`src/rtl/mac_pkg.sv`:
```
`default_nettype none
// ------------------------------------------------------------------------
// mac_pkg -- shared instruction encoding and saturation bounds.  Rev 1.0
// ------------------------------------------------------------------------
package mac_pkg;

  localparam int INST_W    = 2;
  localparam int INST_LOAD = 0;
  localparam int INST_EXEC = 1;

  function automatic logic signed [63:0] sat_max(input int width);
    return (64'sd1 <<< (width - 1)) - 64'sd1;
  endfunction

  function automatic logic signed [63:0] sat_min(input int width);
    return -(64'sd1 <<< (width - 1));
  endfunction

endpackage : mac_pkg
`default_nettype wire

```
`src/rtl/mac_sat_add.sv`:
```
`default_nettype none
// ------------------------------------------------------------------------
// mac_sat_add -- product + partial-sum adder with optional clamp.  Rev 1.0
// ------------------------------------------------------------------------
module mac_sat_add
  import mac_pkg::*;
#(
  parameter int PROD_BW = 7,
  parameter int PSUM_BW = 8,
  parameter int SAT_EN  = 1
) (
  input  logic [PROD_BW-1:0] prod,
  input  logic [PSUM_BW-1:0] psum_in,
  output logic [PSUM_BW-1:0] sum,
  output logic               sat_flag
);

  // One guard bit is enough because the product is narrower than the sum.
  localparam int SUM_BW = PSUM_BW + 1;
  localparam logic [PSUM_BW-1:0] C_SAT_MAX = PSUM_BW'(sat_max(PSUM_BW));
  localparam logic [PSUM_BW-1:0] C_SAT_MIN = PSUM_BW'(sat_min(PSUM_BW));

  logic [SUM_BW-1:0] w_prod_ext;
  logic [SUM_BW-1:0] w_psum_ext;
  logic [SUM_BW-1:0] w_sum;
  logic              w_ov_pos;
  logic              w_ov_neg;

  assign w_prod_ext = {{(SUM_BW - PROD_BW){prod[PROD_BW-1]}}, prod};
  assign w_psum_ext = {psum_in[PSUM_BW-1], psum_in};
  assign w_sum      = w_prod_ext + w_psum_ext;
  assign w_ov_pos   = ~w_sum[SUM_BW-1] &  w_sum[PSUM_BW-1];
  assign w_ov_neg   =  w_sum[SUM_BW-1] & ~w_sum[PSUM_BW-1];

  if (SAT_EN != 0) begin : g_sat
    always_comb begin
      sum      = w_sum[PSUM_BW-1:0];
      sat_flag = 1'b0;
      if (w_ov_pos) begin
        sum      = C_SAT_MAX;
        sat_flag = 1'b1;
      end else if (w_ov_neg) begin
        sum      = C_SAT_MIN;
        sat_flag = 1'b1;
      end
    end
  end else begin : g_wrap
    assign sum      = w_sum[PSUM_BW-1:0];
    assign sat_flag = 1'b0;
  end

endmodule : mac_sat_add
`default_nettype wire

```
`src/rtl/mac_pe_pipe.sv`:
```
`default_nettype none
// ------------------------------------------------------------------------
// mac_pe_pipe -- pipelined weight-stationary MAC processing element.  Rev 1.0
// ------------------------------------------------------------------------
module mac_pe_pipe
  import mac_pkg::*;
#(
  parameter int A_BW    = 2,
  parameter int W_BW    = 4,
  parameter int PSUM_BW = 8,
  parameter int PIPE    = 2,
  parameter int SAT_EN  = 1
) (
  input  logic                clk,
  input  logic                reset_n,
  input  logic [W_BW-1:0]     in_w,
  input  logic [INST_W-1:0]   inst_w,
  input  logic                clear_w,
  input  logic                a_signed,
  input  logic [PSUM_BW-1:0]  in_n,
  output logic [W_BW-1:0]     out_e,
  output logic [INST_W-1:0]   inst_e,
  output logic [PSUM_BW-1:0]  out_s,
  output logic                valid,
  output logic                sat_flag,
  output logic                w_loaded
);

  localparam int PROD_BW = A_BW + W_BW + 1;

  logic [W_BW-1:0]    weight_q, weight_d;
  logic               w_loaded_q, w_loaded_d;
  logic [W_BW-1:0]    out_e_q, out_e_d;
  logic [INST_W-1:0]  inst_e_q, inst_e_d;
  logic [PSUM_BW-1:0] out_s_q, out_s_d;
  logic               valid_q, valid_d;
  logic               sat_flag_q, sat_flag_d;

  logic               w_exec;
  logic [A_BW:0]      w_a_ext;
  logic [PROD_BW-1:0] w_a_wide;
  logic [PROD_BW-1:0] w_w_wide;
  logic [PROD_BW-1:0] w_prod;
  logic [PROD_BW-1:0] w_add_prod;
  logic [PSUM_BW-1:0] w_add_psum;
  logic               w_add_vld;
  logic [PSUM_BW-1:0] w_sum;
  logic               w_sat;

  assign w_exec   = inst_w[INST_EXEC];
  assign w_a_ext  = {a_signed & in_w[A_BW-1], in_w[A_BW-1:0]};
  assign w_a_wide = {{W_BW{w_a_ext[A_BW]}}, w_a_ext};
  assign w_w_wide = {{(A_BW + 1){weight_q[W_BW-1]}}, weight_q};
  // Uses the pre-edge weight, so a load in the same cycle is not yet visible.
  assign w_prod   = $signed(w_a_wide) * $signed(w_w_wide);

  always_comb begin
    out_e_d             = in_w;
    inst_e_d            = '0;
    inst_e_d[INST_EXEC] = inst_w[INST_EXEC];
    inst_e_d[INST_LOAD] = inst_w[INST_LOAD] & w_loaded_q;
    weight_d            = weight_q;
    w_loaded_d          = w_loaded_q;
    if (clear_w) begin
      weight_d   = '0;
      w_loaded_d = 1'b0;
    end else if (inst_w[INST_LOAD] && !w_loaded_q) begin
      weight_d   = in_w;
      w_loaded_d = 1'b1;
    end
  end

  if (PIPE == 1) begin : g_pipe1
    assign w_add_prod = w_prod;
    assign w_add_psum = in_n;
    assign w_add_vld  = w_exec;
  end else begin : g_pipe2
    logic [PROD_BW-1:0] prod_q, prod_d;
    logic [PSUM_BW-1:0] psum_q, psum_d;
    logic               exec_q, exec_d;

    always_comb begin
      prod_d = w_prod;
      psum_d = in_n;
      exec_d = w_exec;
    end

    always_ff @(posedge clk or negedge reset_n) begin
      if (!reset_n) begin
        prod_q <= '0;
        psum_q <= '0;
        exec_q <= 1'b0;
      end else begin
        prod_q <= prod_d;
        psum_q <= psum_d;
        exec_q <= exec_d;
      end
    end

    assign w_add_prod = prod_q;
    assign w_add_psum = psum_q;
    assign w_add_vld  = exec_q;
  end

  mac_sat_add #(
    .PROD_BW (PROD_BW),
    .PSUM_BW (PSUM_BW),
    .SAT_EN  (SAT_EN)
  ) u_sat_add (
    .prod     (w_add_prod),
    .psum_in  (w_add_psum),
    .sum      (w_sum),
    .sat_flag (w_sat)
  );

  always_comb begin
    valid_d    = w_add_vld;
    out_s_d    = w_add_vld ? w_sum : out_s_q;
    sat_flag_d = w_add_vld ? w_sat : sat_flag_q;
  end

  always_ff @(posedge clk or negedge reset_n) begin
    if (!reset_n) begin
      weight_q   <= '0;
      w_loaded_q <= 1'b0;
      out_e_q    <= '0;
      inst_e_q   <= '0;
      out_s_q    <= '0;
      valid_q    <= 1'b0;
      sat_flag_q <= 1'b0;
    end else begin
      weight_q   <= weight_d;
      w_loaded_q <= w_loaded_d;
      out_e_q    <= out_e_d;
      inst_e_q   <= inst_e_d;
      out_s_q    <= out_s_d;
      valid_q    <= valid_d;
      sat_flag_q <= sat_flag_d;
    end
  end

  assign out_e    = out_e_q;
  assign inst_e   = inst_e_q;
  assign out_s    = out_s_q;
  assign valid    = valid_q;
  assign sat_flag = sat_flag_q;
  assign w_loaded = w_loaded_q;

endmodule : mac_pe_pipe
`default_nettype wire

```
`config.mk`:
```
export PLATFORM = sky130hd
export DESIGN_NAME = mac_pe_pipe
export DESIGN_NICKNAME = d
export VERILOG_FILES = /design/src/rtl/mac_pkg.sv /design/src/rtl/mac_sat_add.sv /design/src/rtl/mac_pe_pipe.sv
export SDC_FILE = /design/constraint.sdc
export NUM_CORES = 1
export LEC_CHECK = 0
export ABC_AREA = 1
export CAP_MARGIN = 10
export CORE_UTILIZATION = 43
export CTS_BUF_LIST = sky130_fd_sc_hd__clkbuf_16
export CTS_CLUSTER_DIAMETER = 30
export DETAILED_ROUTE_END_ITERATION = 7
export GPL_TIMING_DRIVEN = 0
export PLACE_DENSITY = 0.77
export SETUP_SLACK_MARGIN = 0.4
export SLEW_MARGIN = 15
export SYNTH_ARGS = -nofsm -noshare
export SYNTH_HDL_FRONTEND = slang
export SYNTH_SLANG_ARGS = --single-unit
```
`constraint.sdc`:
```
create_clock -name clk -period 2.87 [get_ports clk]
set_input_delay 0.287 -clock clk [delete_from_list [all_inputs] [get_ports clk]]
set_output_delay 0.287 -clock clk [all_outputs]
set_load 0.01 [all_outputs]
```
==> run summary, run 1 <==
YS warnings: 0
cts bufs inserted: 5
CP Capture Type: flop
CP Buf/Inv Count: 3
crit path time final: 2.35 ns
clock root buffer master: clkbuf_16
endpoints failing hold: 0
# IOs: 35
crit start category: input port
kind of critical path: input port to flop
Hold WC Path Type: flop to flop
DRT antenna net count: 0
Netlist cell types: 30
Slew Limit Headroom: 0.711
setup TNS: 0 ns
top cell type by total area after synthesis: dfrtp_1
Initial DRT Pass Iterations: 4
leak pwr: 1.33 nW
Clock Pin Slew Worst Setup and Hold Paths: 0.05 ns
largest net degree at the start of global routing: 21
# setup viols final: 0
Synth top area share: 0.461
Die Area: 0.00482 mm²
DP Area: 0.00238 mm²
Die W: 69.4 µm
layout cells sized above 1: 0.158
DRC violations left: 0
crit path max-delay cell type: fa_1
CP required: 3.04 ns
Pins Over Slew Limit: 0
TritonCTS clock tree: built
Post-Layout Inst Area: 0.00257 mm²
Seq/Total Area, Yosys: 0.461
Area Overhead vs Synth: 31.5%
Critical Path AT: 2.51 ns
vias in the first global route: 1479
Die Height: 69.4 µm
mapped cell area: 0.00196 mm²
Starting Density: 0.449
status: completed
top cells by area, synth: dfrtp_1, ha_1, nand2_1
crit path cell chain: dlygate4sd2_1 > nand3_2 > fa_1 > inv_1 > ha_1 > inv_1 > o21bai_1 > ha_2 > fa_2 > xor2_1
skew final: 0.00309 ns
Cells after Synth: 208
Critical Path Max Stage Delay: 0.55 ns
Final Cycle Share: 0.818
RSZ-0062 raised after global routing: true
Final Wtd Congestion: 0.818
IO Port Bufs: 34
nets: 294
most used cell, CP: inv_1
# clock sinks: 36
Clock Latency Late Sink: 0.28 ns
Iter 0 DRT Violations: 41
grt total ovfl: 0
Syn Area/Cell: 9.40 µm²
Via density: 4.71
initial antenna violation count: 0
peak supply drop: 287 µV
worst-case clock buffer depth: 2
diode count: 0
worst-path fanout max: 8
first-pass GRT wire length: 6220 µm
Via Count: 1438
row cnt: 24
f_max: 0.426 GHz
DR WL/cell: 11.0 µm
PwrDens: 704 mW/mm²
Detailed Place HPWL: 2570 µm
Top delay family on crit path: adder cells
Yosys reg bits: 36
All-Layer GR Usage: 0.166
routed wire length: 3360 µm
MaxCap Viol Count: 0
Core ar.: 0.00435 mm²
worst slew pin tran: 0.434 ns
synthesized net count: 250
CTS H-tree depth: 2
-- power by group --
part           switching (W)  internal (W)
registers          0.0000451      0.000602
clock network       0.000197      0.000315
logic               0.000340      0.000312
total               0.000582       0.00123
-- cell families after synthesis --
group	synth area share
AOI/OAI and AO/OA	0.0704
xor gates and xnor gates	0.0224
adders and majority gates	0.173
buffers and inverters	0.0678
DFF	0.461
and+or+nand+nor	0.206
-- cells in the final DEF (no fill, tap or decap), drive strengths merged, types with 4 or more instances in the layout --
cell type,n
nor2,19
inv,32
nand2,43
nand3,19
xor2,4
ha,19
clkdlybuf4s50,30
fa,5
clkbuf,5
o21ai,7
dfrtp,36
buf,5
a21oi,12
-- through the flow --
step | worst slack, ns | instances | power [W] | hold slack, ns | utilization
final | 0.522 | 305 | 0.00181 | 0.391 | 0.591
after CTS | 0.422 | 304 | 0.00182 | 0.387 | 0.582
after global routing | 0.371 | 305 | 0.00196 | 0.402 | 0.591
after global placement | -0.0664 | 294 | 0.00128 | 0.381 | 0.542
after floorplan | 0.542 | 208 | 0.00105 | -0.00859 | -
after detailed placement | -0.138 | 295 | 0.00130 | 0.252 | 0.547
-- worst reg2reg max path, delay by kind of cell (launching register included) --
kind,cells,cell delay (ns)
flip-flops,1,0.39
buffers and inverters,3,0.19
adder cells (fa/ha/maj),4,1.36
AND/OR/NAND/NOR,1,0.07
AO/OA/AOI/OAI,1,0.08
XOR/XNOR,1,0.14
-- final timing paths --
path,startpoint,cells after the start,slack (ns),to
setup / recovery,in_w[1],10,0.52,g_pipe2.prod_q[5]$_DFF_PN0_
max in group asynchronous,reset_n,3,1.96,g_pipe2.prod_q[0]$_DFF_PN0_
hold reg to reg,g_pipe2.exec_q$_DFF_PN0_,0,0.39,valid$_DFF_PN0_
setup reg to reg,weight_q[0]$_DFFE_PN0P_,10,0.53,g_pipe2.prod_q[5]$_DFF_PN0_
min in group asynchronous,reset_n,2,0.48,out_s[7]$_DFFE_PN0P_
hold / removal,g_pipe2.exec_q$_DFF_PN0_,0,0.39,valid$_DFF_PN0_
-- Yosys cell counts (all sizes together) --
cell    count
nor3        1
buf         2
xnor2       1
nor2       19
nand4       1
or2         2
ha         19
xor2        4
clkinv      1
dfrtp      36
fa          5
a21oi      12
o21bai      2
o21ai       7
inv        31
nand2      43
and2        1
nand3      19
a21o        2
-- state kept, by name, indices dropped and copies added (netlist names) --
register and count:
g_pipe2.prod_q 7, g_pipe2.psum_q 8, sat_flag 1, weight_q 4, out_e 4, inst_e 1
g_pipe2.exec_q 1, w_loaded 1, valid 1, out_s 8
-- layer usage --
metal | vias up | global-route usage | routed length, µm | share of wire
li1 | 749 | - | - | -
met2 | 29 | 0.280 | 1670 | 0.50
met5 | - | 0 | 0 | 0
met4 | 0 | 0.0612 | 62 | 0.018
met1 | 654 | 0.193 | 1480 | 0.44
met3 | 6 | 0.0581 | 141 | 0.042
-- final cells by class --
cell class | instances | area, µm²
plain buffers | 2 | 12.5
clock buffers | 5 | 125
clock inverters | 3 | 15.0
fillers | 388 | 1780
inverters | 32 | 120
multi-input cells | 138 | 953
flip-flops and latches | 36 | 901
well taps | 52 | 65.1
repair buffers | 37 | 380
-- repair_timing --
item                       in CTS  in global routing
hold buffers                    1                  0
hold endpoints to repair       16                  0
resized for setup               3                 11
buffers inserted                0                  1
pin swaps                       0                  2
setup endpoints to repair       3                 10
Power figures use the tool's default switching activity.
==> run 2: changes to the inputs <==
clock period = 2.35 ns   (was 2.87 ns; I/O delays follow)
==> run 2 against run 1 <==
- core utilization increased by 7.6 points
- sequential share of layout area decreased by 4.0 points
- setup slack got worse by 0.43 ns
- largest cell class unchanged
==> run summary, run 2 (synthesis results as in run 1) <==
first-pass GRT wire length: 6440 µm (+3.7%)
clock root buffer master: clkbuf_16
f_max: 0.443 GHz
crit path time final: 2.26 ns
Via density: 4.92 (+4.3%)
grt total ovfl: 0 (unchanged)
Critical Path AT: 2.41 ns (-0.10 ns)
dpl cells: 295 (unchanged)
Via Count: 1573 (+9.4%)
commonest non-fill, non-tap cell in the layout: dfrtp_1
cells on worst reg2reg path: 9 (-1)
skew final: 0.00304 ns (-0.0000510 ns)
RSZ-0062 raised after global routing: true
vias in the first global route: 1573 (+6.4%)
layout cells sized above 1: 0.332 (+0.174)
peak supply drop: 387 µV (+35%)
IO Port Bufs: 34 (unchanged)
kind of critical path: flop to flop
All-Layer GR Usage: 0.171 (+0.00558)
sequential power share: 0.306 (-0.051)
CP endpoint: g_pipe2.prod_q[4]$_DFF_PN0_
endpoints failing hold: 0 (unchanged)
# setup viols final: 0 (unchanged)
Die W: 69.4 µm (unchanged)
CP required: 2.50 ns (-0.54 ns)
commonest non-fill, non-tap cells in the layout: dfrtp_1, nand2_1, clkdlybuf4s50_1
routed wire length: 3730 µm (+11%)
total power draw: 0.00262 W (+44%)
MaxCap Viol Count: 0 (unchanged)
Starting Density: 0.449 (unchanged)
cts bufs inserted: 5 (unchanged)
Hold WC Path Type: input port to flop
Non-Filler Instances: 320 (+4.9%)
worst-path fanout max: 3 (-5)
worst-case clock buffer depth: 2 (unchanged)
largest net degree at the start of global routing: 21 (unchanged)
leak pwr: 1.42 nW (+6.5%)
PwrDens: 902 mW/mm² (+28%)
# clock sinks: 36 (unchanged)
CTS H-tree depth: 2 (unchanged)
DRC violations left: 0 (unchanged)
Initial DRT Pass Iterations: 4 (unchanged)
Pint: 0.00177 W (+44%)
Die Height: 69.4 µm (unchanged)
DR WL/cell: 11.6 µm (+5.8%)
worst slew pin tran: 0.429 ns (-0.00518 ns)
Net Sw Power: 0.000842 W (+45%)
Clock Latency Late Sink: 0.28 ns (about the same)
Final Cycle Share: 0.961
fillers: 336 (-13%)
combinational share of power: 0.413 (+0.053)
FF-to-FF Start: weight_q[0]$_DFFE_PN0P_
Iter 0 DRT Violations: 44 (+7.3%)
crit start category: flop
Clock Power Share: 0.281 (-0.002)
# IOs: 35 (unchanged)
Clock Pin Slew Worst Setup and Hold Paths: 0.05 ns (about the same)
Pins Over Slew Limit: 0 (unchanged)
Area Overhead vs Synth: 48.4%
Detailed Place HPWL: 2610 µm (+1.3%)
worst setup path start: weight_q[0]$_DFFE_PN0P_
initial antenna violation count: 0 (unchanged)
DRT antenna net count: 0 (unchanged)
nets: 309 (+5.1%)
Core ar.: 0.00435 mm² (unchanged)
CP Capture Type: flop
status: completed
row cnt: 24 (unchanged)
TritonCTS clock tree: built
Final Wtd Congestion: 0.848 (+3.7%)
RR Endpoint: g_pipe2.prod_q[4]$_DFF_PN0_
Die Area: 0.00482 mm² (unchanged)
Slew Limit Headroom: 0.714 (+0.00345)
Worst R2R Setup Slack: 0.09 ns (-0.44 ns)
Net Sw Frac: 0.322 (+0.000509)
diode count: 0 (unchanged)
[run 2: metal layers]
| metal | part of all wire | vias to the layer above | global-route usage |
|---|---|---|---|
| met4 | 0.028 | 0 | 0.0816 |
| met3 | 0.047 | 11 | 0.0581 |
| met2 | 0.53 | 38 | 0.303 |
| li1 | - | 779 | - |
| met1 | 0.39 | 745 | 0.181 |
| met5 | 0 | - | 0 |
[run 2: repair_timing]
| action | 4_1_cts | 5_1_grt |
|---|---|---|
| buffers inserted | 7 | 9 |
| endpoints found under the setup margin | 12 | 12 |
| pin swaps | 15 | 15 |
| hold buffers | 1 | 0 |
| endpoints found under the hold margin | 16 | 0 |
| gates resized for setup | 24 | 18 |
[run 2: power groups by stage]
| stage | Clock, W | Combinational [W] | Sequential [W] |
|---|---|---|---|
| floorplan | 0 | 0.000516 | 0.000834 |
| global placement | 0 | 0.000832 | 0.000795 |
| detailed placement | 0 | 0.000850 | 0.000801 |
| CTS | 0.000750 | 0.000964 | 0.000794 |
| global route | 0.000777 | 0.00119 | 0.000818 |
| finish | 0.000735 | 0.00108 | 0.000801 |
[run 2: stage by stage]
step                hold WS (ns)  cell area, µm²  setup WS [ns]   util  TNS, ns
floorplan                -0.0606            2030          0.163      -        0
global placement           0.384            2430         -0.410  0.558    -1.22
CTS                        0.328            2760         0.0877  0.634        0
finish                     0.194            2900         0.0910  0.666        0
global route               0.200            2900         0.0185  0.666        0
detailed placement         0.198            2450         -0.447  0.564    -1.35
[run 2: worst min-delay path by stage]
stage	startpoint	end	slack, ns	cells past startpoint
2_1_floorplan	reset_n	g_pipe2.exec_q$_DFF_PN0_	-0.06	0
6_report	in_w[1]	out_e[1]$_DFF_PN0_	0.19	1
5_1_grt	in_w[1]	out_e[1]$_DFF_PN0_	0.20	1
3_5_place_dp	reset_n	sat_flag$_DFFE_PN0P_	0.20	1
3_3_place_gp	g_pipe2.exec_q$_DFF_PN0_	valid$_DFF_PN0_	0.38	0
4_1_cts	in_w[0]	out_e[0]$_DFF_PN0_	0.33	1
[run 2: critical path: stages (launching register included)]
cell,delay [ns]
dfrtp_1,0.39
inv_2,0.07
nand3_2,0.07
fa_1,0.50
inv_2,0.04
ha_4,0.25
inv_2,0.03
o21bai_1,0.13
ha_2,0.21
fa_2,0.42
[run 2: area by class of cell]
type / count / area (µm²) / share of cell area
multi-input cells: 138 / 1150 / 0.395
flip-flops and latches: 36 / 901 / 0.310
repair buffers: 52 / 489 / 0.169
clock buffers: 5 / 125 / 0.0431
inverters: 32 / 125 / 0.0431
well taps: 52 / 65.1 / 0.0224
clock inverters: 3 / 37.5 / 0.0129
plain buffers: 2 / 12.5 / 0.00431
